<file path="src/rtl/bcd_counter_seg_mux.sv">
// N-digit BCD up/down counter with parallel load, wrap flag and a
// time-multiplexed 7-segment display driver. Single clock domain; the count
// and scan rates come from clock-enable ticks, not derived clocks.

// One BCD digit's next value when it is told to step up or down.
module bcd_digit_step (
   input  logic [3:0] dig_i,
   input  logic       step_i,
   input  logic       up_i,
   output logic [3:0] dig_o
);
   // Wrap 9->0 going up and 0->9 going down; hold when not stepping.
   always_comb begin
      dig_o = dig_i;
      if (step_i) begin
         if (up_i) dig_o = (dig_i >= 4'd9) ? 4'd0 : dig_i + 4'd1;
         else      dig_o = (dig_i == 4'd0) ? 4'd9 : dig_i - 4'd1;
      end
   end
endmodule

module bcd_counter_seg_mux #(
   parameter int DIGITS    = 4,
   parameter int COUNT_DIV = 1000000,
   parameter int SCAN_DIV  = 10000
) (
   input  logic                  CLK,
   input  logic                  RESET,
   input  logic                  EN,
   input  logic                  UP_DN,
   input  logic                  LOAD,
   input  logic [4*DIGITS-1:0]   LOAD_VAL,
   input  logic                  BLANK_LZ,
   output logic [4*DIGITS-1:0]   COUNT,
   output logic                  WRAP,
   output logic [6:0]            SEG_C,
   output logic [DIGITS-1:0]     SEG_SEL
);
   localparam int CPW = (COUNT_DIV > 1) ? $clog2(COUNT_DIV) : 1;
   localparam int SPW = (SCAN_DIV > 1) ? $clog2(SCAN_DIV) : 1;
   localparam int IW  = $clog2(DIGITS);
   localparam logic [CPW-1:0] CNT_LAST  = CPW'(COUNT_DIV - 1);
   localparam logic [SPW-1:0] SCAN_LAST = SPW'(SCAN_DIV - 1);
   localparam logic [IW-1:0]  IDX_LAST  = IW'(DIGITS - 1);

   logic [DIGITS-1:0][3:0] count_q, count_d, count_step, load_clean;
   logic                   wrap_q, wrap_d;
   logic [CPW-1:0]         cnt_pre_q, cnt_pre_d;
   logic [SPW-1:0]         scan_pre_q, scan_pre_d;
   logic [IW-1:0]          scan_idx_q, scan_idx_d;
   logic [6:0]             seg_c_q, seg_c_d;
   logic [DIGITS-1:0]      seg_sel_q, seg_sel_d;

   logic [DIGITS:0]        all9_below, all0_below, zero_from;
   logic [DIGITS-1:0]      step_en;
   logic                   tick;
   logic [3:0]             cur_digit;
   logic                   blank;

   function automatic logic [6:0] seg_decode(input logic [3:0] d);
      case (d)
         4'd0: return 7'h3f;
         4'd1: return 7'h06;
         4'd2: return 7'h5b;
         4'd3: return 7'h4f;
         4'd4: return 7'h66;
         4'd5: return 7'h6d;
         4'd6: return 7'h7d;
         4'd7: return 7'h07;
         4'd8: return 7'h7f;
         4'd9: return 7'h6f;
         default: return 7'h00;
      endcase
   endfunction

   // Ripple conditions: a digit steps only when every lower digit is at its
   // rollover value; zero_from[k] says digits k..DIGITS-1 are all zero.
   assign all9_below[0]     = 1'b1;
   assign all0_below[0]     = 1'b1;
   assign zero_from[DIGITS] = 1'b1;

   for (genvar g = 0; g < DIGITS; g++) begin : g_dig
      assign all9_below[g+1] = all9_below[g] & (count_q[g] == 4'd9);
      assign all0_below[g+1] = all0_below[g] & (count_q[g] == 4'd0);
      assign zero_from[g]    = zero_from[g+1] & (count_q[g] == 4'd0);
      assign step_en[g]      = UP_DN ? all9_below[g] : all0_below[g];
      assign load_clean[g]   = (LOAD_VAL[4*g +: 4] > 4'd9) ? 4'd0 : LOAD_VAL[4*g +: 4];

      bcd_digit_step u_step (
         .dig_i  (count_q[g]),
         .step_i (step_en[g]),
         .up_i   (UP_DN),
         .dig_o  (count_step[g])
      );
   end

   assign tick = EN && (cnt_pre_q == CNT_LAST);

   // Count prescaler, load and tick-driven count update; load beats a tick.
   always_comb begin
      count_d   = count_q;
      cnt_pre_d = cnt_pre_q;
      wrap_d    = 1'b0;
      if (LOAD) begin
         count_d   = load_clean;
         cnt_pre_d = '0;
      end else if (EN) begin
         if (tick) begin
            cnt_pre_d = '0;
            count_d   = count_step;
            wrap_d    = UP_DN ? all9_below[DIGITS] : all0_below[DIGITS];
         end else begin
            cnt_pre_d = cnt_pre_q + CPW'(1);
         end
      end
   end

   // Free-running scan prescaler and digit index, unaffected by EN and LOAD.
   always_comb begin
      scan_pre_d = scan_pre_q + SPW'(1);
      scan_idx_d = scan_idx_q;
      if (scan_pre_q == SCAN_LAST) begin
         scan_pre_d = '0;
         scan_idx_d = (scan_idx_q == IDX_LAST) ? '0 : scan_idx_q + IW'(1);
      end
   end

   // Select and segments are built from the same index and count so the
   // registered pair never disagrees.
   always_comb begin
      cur_digit = count_q[scan_idx_q];
      blank     = BLANK_LZ && (scan_idx_q != '0) && zero_from[scan_idx_q];
      seg_sel_d = ~(DIGITS'(1) << scan_idx_q);
      seg_c_d   = blank ? 7'h00 : seg_decode(cur_digit);
   end

   // State registers with synchronous reset.
   always_ff @(posedge CLK) begin
      if (RESET) begin
         count_q    <= '0;
         wrap_q     <= 1'b0;
         cnt_pre_q  <= '0;
         scan_pre_q <= '0;
         scan_idx_q <= '0;
         seg_sel_q  <= ~DIGITS'(1);
         seg_c_q    <= 7'h3f;
      end else begin
         count_q    <= count_d;
         wrap_q     <= wrap_d;
         cnt_pre_q  <= cnt_pre_d;
         scan_pre_q <= scan_pre_d;
         scan_idx_q <= scan_idx_d;
         seg_sel_q  <= seg_sel_d;
         seg_c_q    <= seg_c_d;
      end
   end

   assign COUNT   = count_q;
   assign WRAP    = wrap_q;
   assign SEG_C   = seg_c_q;
   assign SEG_SEL = seg_sel_q;

endmodule

</file>
<file path="config.mk">
export PLATFORM = sky130hd
export DESIGN_NAME = bcd_counter_seg_mux
export DESIGN_NICKNAME = d
export VERILOG_FILES = /design/src/rtl/bcd_counter_seg_mux.sv
export SDC_FILE = /design/constraint.sdc
export NUM_CORES = 1
export LEC_CHECK = 0
export CORE_ASPECT_RATIO = 1.4
export CORE_MARGIN = 4
export CORE_UTILIZATION = 25
export CTS_BUF_LIST = sky130_fd_sc_hd__clkbuf_16
export CTS_CLUSTER_SIZE = 28
export DETAILED_ROUTE_END_ITERATION = 7
export PLACE_DENSITY = 0.39
export SYNTH_ARGS = -nofsm -noshare
export SYNTH_HDL_FRONTEND = slang
export SYNTH_HIERARCHICAL = 1
export SYNTH_SLANG_ARGS = --single-unit
</file>
<file path="constraint.sdc">
create_clock -name CLK -period 4.22 [get_ports CLK]
set_input_delay 0.633 -clock CLK [delete_from_list [all_inputs] [get_ports CLK]]
set_output_delay 0.633 -clock CLK [all_outputs]
set_load 0.02 [all_outputs]
</file>
==> results.ini, run 1 <==
[run_status]
status=complete, no violations

[floorplanning]
dieWidth_um=121
rows=57
io_pins=50
die_area_um2=20300
die_h_um=167
core_um2=17500
start_util_pct=25.7

[timing]
min_period_ns=2.85
min_period_over_period_pct=67.5
clock.fmax_mhz=351
hold_viol=0
setup_viol=0
final_max_slew_viol_count=0
worst_pin_slew_ns=0.790
rsz0062_at_grt=no
skew_ns=0.0101
tns_ns=0
maxSlewHeadroom_pct=47.4
whs_ns=0.471

[placed_design]
place_congestion=0.809
hpwl_um=8940
portBuffers=49
postPlaceCellArea_um2=5200

[clock_network]
hold_buffers=0
cts_tree=yes
clock_tree.buffer_depth=2
post_cts_buffers=0
ctsResizeCount=0
clk_latency_ns=0.33
ctsRootBufferMaster=clkbuf_16
numCtsBuffers=9
cts_sinks=64
clk_pin_slew_ns=0.06
htreeDepth=3

[yosys]
synth_top_family_by_area=simple AND/OR/NAND/NOR gates
synth_fp_nets=593
seq_area_frac_synth_pct=28.4
ys_warn_count=6
synth_compound_area_share_pct=16.3
synth_xor_area_share_pct=4.47
synth.most_common_cell=dfxtp_1
synth-simple-area-share_pct=30.3
ys_types=60
synth_edf_count=0
yosysTopAreaCellShare_pct=28.4
synth_area_leader_cell=dfxtp_1
syn_area_per_cell_um2=8.28
ys_async_sr_fraction_pct=0
synth.ff_latch_count=64
ys.flop_type=dfxtp_1
syn_inst=544
ys_top_cells_by_count=dfxtp_1 (64), nor2_1 (56), nand2_1 (47)
synthAdderAreaFrac_pct=7.50
yosys-mux-area-fraction_pct=6.39
synth.area.top_cells=dfxtp_1 (28%), ha_1 (7.5%), nor2_1 (4.7%), nand2_1 (3.9%), inv_1 (3.2%)
syn_area_um2=4500

[layout]
fin_nets=636
final_util_pct=31.3
seq_area_um2=1280
synthToLayoutAreaGrowth_pct=21.8
fin_area_um2=5490
final_layout_size_suffix_gt1_share_pct=8.11
n_antenna_cell=0
multi_input_area_um2=2930
nFillCells=1938

[worst_setup_path]
rr_startpoint=COUNT[2]$_SDFFE_PP0P_
worst_ep_arrival_time_ns=3.10
worstPathMaxFanout=14
cp-start-kind=flip-flop
cp_slowest_stage_delay_ns=0.61
critPathKind=reg -> reg
crit_path_cell_trace=or4_1 > nor2_1 > o21bai_1 > nand2b_1 > a2111oi_0 > a311o_1 > inv_1 > o32ai_1 > nand2_1 > mux2i_1
crit_required_ns=4.47
critPathCaptureType=flip-flop
critPathSlowestCell=or4_1
critical_path.startpoint=COUNT[2]$_SDFFE_PP0P_
reg2reg_setup_slack_ns=1.37

[global_route]
grt.overflow.total=0
grt.total_usage_pct=12.1
grt_pass1_vias=4033
grt_max_degree=34
grt_pass1_wl_um=20200
antenna_found_initial=0

[pwr]
p_per_area_nw_per_um2=302
total_power_mw=1.66
p_leak_nw=1.95
peakVddDrop_mv=0.177

[min_path]
hold_start=scan_pre_q[0]$_SDFF_PP0_
hold_class=reg -> reg

[drt]
ant_nets=0
finalWirelength_um=12000
viasPerCell=4.90
remaining_drc_errors=0
drt_pass1_iterations=5
num_vias=4060
drtIter0Drc=171
wl_per_cell_um=14.5

[job]
max_cap_viol_count=0

-- critical path: cells and delay by family (launching register included) --
family / cells / cell delay, ns
AND/OR/NAND/NOR: 4 / 1.12
AO/OA/AOI/OAI: 4 / 1.00
flip-flops: 1 / 0.45
multiplexers: 1 / 0.13
buffers and inverters: 1 / 0.04
-- registers in the layout, indices dropped and copies added (netlist names) --
name        cells
scan_idx_q      2
COUNT          16
SEG_C           7
WRAP            1
scan_pre_q     14
SEG_SEL         4
cnt_pre_q      20
-- routing by layer --
| layer | track usage, % | vias up | part of all wire (%) |
|---|---|---|---|
| li1 | - | 2041 | - |
| met1 | 14.8 | 1937 | 45 |
| met2 | 21.1 | 67 | 50 |
| met3 | 1.97 | 15 | 3.0 |
| met4 | 4.58 | 0 | 2.1 |
| met5 | 0 | - | 0 |
-- power by group --
part	total [mW]	internal [mW]	switching [mW]	leakage (nW)
sequential	0.651	0.620	0.0312	0.519
combinational	0.283	0.134	0.149	1.28
clock	0.725	0.451	0.274	0.142
-- placed cells by master, fill, tap and decap left out, types with 8 or more instances in the layout --
| master | count |
|---|---|
| xor2_1 | 8 |
| ha_1 | 27 |
| a311o_1 | 8 |
| nor2_1 | 56 |
| clkdlybuf4s50_1 | 49 |
| nand3_1 | 26 |
| mux2i_1 | 13 |
| nand3b_1 | 11 |
| inv_1 | 39 |
| a21oi_1 | 20 |
| nor4b_1 | 14 |
| nand2b_1 | 11 |
| o21ai_0 | 22 |
| and2b_2 | 8 |
| buf_4 | 8 |
| clkbuf_16 | 9 |
| nor2b_1 | 11 |
| nand2_1 | 47 |
| xnor2_1 | 15 |
| dfxtp_1 | 64 |
-- layout make-up --
class                           count  share of cell area, %
Inverter                           38                   2.60
Clock inverter                      7                   1.16
Clock buffer                        9                   4.10
Sequential cell                    64                   23.3
Multi-Input combinational cell    417                   53.4
Timing Repair Buffer               57                   10.0
Tap cell                          236                   5.38
-- cell families (layout without fill, tap and decap cells) --
logic type,after synthesis,count (layout)
flip-flops,64,64
multiplexers,23,23
adder cells (fa/ha/maj),27,27
AO/OA/AOI/OAI,101,101
XOR/XNOR,23,23
buffers and inverters,63,111
AND/OR/NAND/NOR,242,242
other,1,1
-- final timing paths --
check	to	depth (start not counted)
max	COUNT[7]$_SDFFE_PP0P_	10
min	scan_pre_q[0]$_SDFF_PP0_	1
max reg2reg	COUNT[7]$_SDFFE_PP0P_	10
min reg2reg	scan_pre_q[0]$_SDFF_PP0_	1
-- through the flow --
stage               setup slack, ns  instances
floorplan                      1.82        544
global placement               1.07        812
detailed placement             1.09        812
CTS                            1.39        828
global route                   1.05        828
finish                         1.37        828
(Power assumes the default switching activity.)
==> run 2: changes to the inputs <==
--- a/config.mk
+++ b/config.mk
@@ -11,7 +11,7 @@
 export CTS_BUF_LIST = sky130_fd_sc_hd__clkbuf_16
 export CTS_CLUSTER_SIZE = 28
 export DETAILED_ROUTE_END_ITERATION = 7
-export PLACE_DENSITY = 0.39
+export PLACE_DENSITY = 0.4
 export SYNTH_ARGS = -nofsm -noshare
 export SYNTH_HDL_FRONTEND = slang
 export SYNTH_HIERARCHICAL = 1
==> constraint.sdc (replaced) <==
create_clock -name CLK -period 2.5 [get_ports CLK]
set_input_delay 0.375 -clock CLK [delete_from_list [all_inputs] [get_ports CLK]]
set_output_delay 0.375 -clock CLK [all_outputs]
set_load 0.02 [all_outputs]
==> run 2 against run 1 <==
Compared with the run above:
- count of clock-buffer cells in the layout is the same
- critical endpoint is now COUNT[6]$_SDFFE_PP0P_
- via count grew 2.1%
- register-to-register slack lost 1.2 ns
- sequential share of layout area shrank 1.2 points
- critical path type unchanged
- total power grew 78%
- critical path depth is the same
- setup slack lost 1.2 ns
- global-route usage grew 0.58 points
- maximum frequency grew 22%
==> results.ini, run 2 (synthesized netlist as in run 1, its figures left out) <==
[run_status]
status=complete, no violations

[global_route]
globalRouteMet1Util_pct=15.2  ; +0.40 points
grt.total_usage_pct=12.7  ; +0.58 points
antenna_found_initial=0  ; unchanged
grt_max_degree=33  ; -2.9%
top_usage_layer=met2
met2_usage_pct=22.5  ; +1.3 points
grt.overflow.total=0  ; unchanged
use_met3_pct=2.34  ; +0.37 points
grt_pass1_wl_um=20900  ; +3.5%
grt_pass1_vias=4170  ; +3.4%

[layout]
most-common-layout-cells=dfxtp_1 (63), nor2_1 (55), clkdlybuf4s50_1 (48), nand2_1 (47), inv_1 (40)
final_layout_size_suffix_gt1_share_pct=13.5  ; +5.4 points
fin_nets=664  ; +4.4%
synthToLayoutAreaGrowth_pct=28.7
largest_register_ffs=20  ; unchanged
n_antenna_cell=0  ; unchanged
largest-register=cnt_pre_q
layout_commonest_cell=dfxtp_1

[timing]
min_period_ns=2.33  ; -0.520 ns
min_period_over_period_pct=93.0  ; +26 points
final_max_slew_viol_count=0  ; unchanged
tns_ns=0  ; unchanged
clock.fmax_mhz=430  ; +22%
whs_ns=0.461  ; -0.00977 ns
maxSlewHeadroom_pct=58.4  ; +11 points
worst_pin_slew_ns=0.624  ; -0.166 ns
skew_ns=0.0106  ; +0.000528 ns
setup_viol=0  ; unchanged
hold_viol=0  ; unchanged

[worst_setup_path]
critPathKind=reg -> reg
critPathTopFamily=simple AND/OR/NAND/NOR gates
critPathSlowestCell=or4_4
worst_ep_arrival_time_ns=2.57  ; -0.53 ns
worstPathMaxFanout=4  ; -10
critPathCaptureType=flip-flop
crit_required_ns=2.74  ; -1.73 ns
worst-path-buf-inv=1  ; unchanged
cp-start-kind=flip-flop
cp_slowest_stage_delay_ns=0.52  ; -0.09 ns
crit_path_cell_trace=or4_4 > nor2_4 > o21bai_2 > nand2b_1 > nor4b_2 > a221o_1 > inv_1 > o22ai_1 > nand2_1 > mux2i_1

[min_path]
hold_class=reg -> reg

[clock_network]
numCtsBuffers=9  ; unchanged
cts_sinks=64  ; unchanged
clock_tree.buffer_depth=2  ; unchanged
htreeDepth=3  ; unchanged
clk_latency_ns=0.33  ; about the same
cts_tree=yes
clk_pin_slew_ns=0.06  ; about the same
ctsRootBufferMaster=clkbuf_16

[floorplanning]
die_h_um=167  ; unchanged
start_util_pct=25.7  ; unchanged
die_area_um2=20300  ; unchanged
dieWidth_um=121  ; unchanged
rows=57  ; unchanged
io_pins=50  ; unchanged
core_um2=17500  ; unchanged

[pwr]
power_switching_share_pct=26.2  ; -1.2 points
p_switching_mw=0.773  ; +70%
pwr-share-seq_pct=36.5  ; -2.7 points
total_power_mw=2.95  ; +78%
p_clk_share_pct=43.8  ; about the same
p_per_area_nw_per_um2=509  ; +68%
internal_power_mw=2.18  ; +81%
p_leak_nw=2.12  ; +9.1%
p_comb_share_pct=19.7  ; +2.6 points
peakVddDrop_mv=0.278  ; +58%

[placed_design]
hpwl_um=9560  ; +6.9%
portBuffers=49  ; unchanged
place_congestion=0.775  ; -4.1%

[drt]
drtIter0Drc=156  ; -8.8%
viasPerCell=4.84  ; -1.2%
finalWirelength_um=12700  ; +5.6%
remaining_drc_errors=0  ; unchanged
wl_per_cell_um=14.8  ; +2.1%
num_vias=4145  ; +2.1%
ant_nets=0  ; unchanged
drt_pass1_iterations=4  ; -1

[job]
max_cap_viol_count=0  ; unchanged

-- run 2: cell count changes in the layout (fill, tap and decap cells not counted), sizes merged --
cell,before,now
buf,8,36
clkinvlp,2,0
bufinv,1,2
clkdlybuf4s50,49,48
dlymetal6s2s,0,1
inv,39,40
-- run 2: path summary, 6_finish.rpt --
kind,from,endpoint,slack (ns),cells past startpoint
worst max-delay path,COUNT[3]$_SDFFE_PP0P_,COUNT[6]$_SDFFE_PP0P_,0.17,10
worst min-delay path,scan_pre_q[0]$_SDFF_PP0_,scan_pre_q[0]$_SDFF_PP0_,0.46,1
worst max register to register,COUNT[3]$_SDFFE_PP0P_,COUNT[6]$_SDFFE_PP0P_,0.17,10
worst min register to register,scan_pre_q[0]$_SDFF_PP0_,scan_pre_q[0]$_SDFF_PP0_,0.46,1
-- run 2: what timing repair did --
action / in CTS / in global routing
setup buffers: 0 / 1
pin swaps: 0 / 8
setup endpoints to repair: 3 / 8
hold buffers: 0 / 0
gates resized for setup: 2 / 17
-- run 2: final cells by class --
| type | count | area, um2 |
|---|---|---|
| Fill cell | 1913 | 11700 |
| Multi-Input combinational cell | 417 | 3010 |
| Sequential cell | 64 | 1280 |
| Timing Repair Buffer | 85 | 763 |
| Tap cell | 236 | 295 |
| Clock buffer | 9 | 225 |
| Inverter | 38 | 143 |
| Clock inverter | 7 | 78.8 |
-- run 2: metrics by stage --
| step | worst slack (ns) | area (um2) | util (%) | std cells |
|---|---|---|---|---|
| 3_3_place_gp | -0.257 | 5400 | 30.8 | 839 |
| 6_report | 0.174 | 5800 | 33.0 | 856 |
| 4_1_cts | 0.0139 | 5710 | 32.6 | 855 |
| 5_1_grt | -0.0218 | 5800 | 33.0 | 856 |
| 2_1_floorplan | 0.101 | 4500 | - | 544 |
| 3_5_place_dp | -0.322 | 5400 | 30.8 | 839 |
-- run 2: power by group through the flow --
stage	logic [mW]	clock network (mW)	registers (mW)
global route	0.640	1.39	1.08
CTS	0.561	1.34	1.08
detailed placement	0.556	0	1.10
global placement	0.552	0	1.10
finish	0.582	1.29	1.08
floorplan	0.313	0	1.12
-- run 2: worst register-to-register path, cell delays in order, from the launching register on --
cell,delay [ns]
dfxtp_1,0.36
or4_4,0.53
nor2_4,0.17
o21bai_2,0.19
nand2b_1,0.18
nor4b_2,0.26
a221o_1,0.16
inv_1,0.04
o22ai_1,0.14
nand2_1,0.07
mux2i_1,0.15
-- run 2: routing by layer --
metal / share of wire, % / wire [um]
met2: 51 / 6490
met4: 1.6 / 199
met5: 0 / 0
met1: 44 / 5570
met3: 3.4 / 427
==> run 3: changes to the inputs <==
--- a/config.mk
+++ b/config.mk
@@ -5,6 +5,7 @@
 export SDC_FILE = /design/constraint.sdc
 export NUM_CORES = 1
 export LEC_CHECK = 0
+export CAP_MARGIN = 20
 export CORE_ASPECT_RATIO = 1.4
 export CORE_MARGIN = 4
 export CORE_UTILIZATION = 25
==> results of run 3 <==
No change in the layout: final DEF, timing and power equal those of run 2.
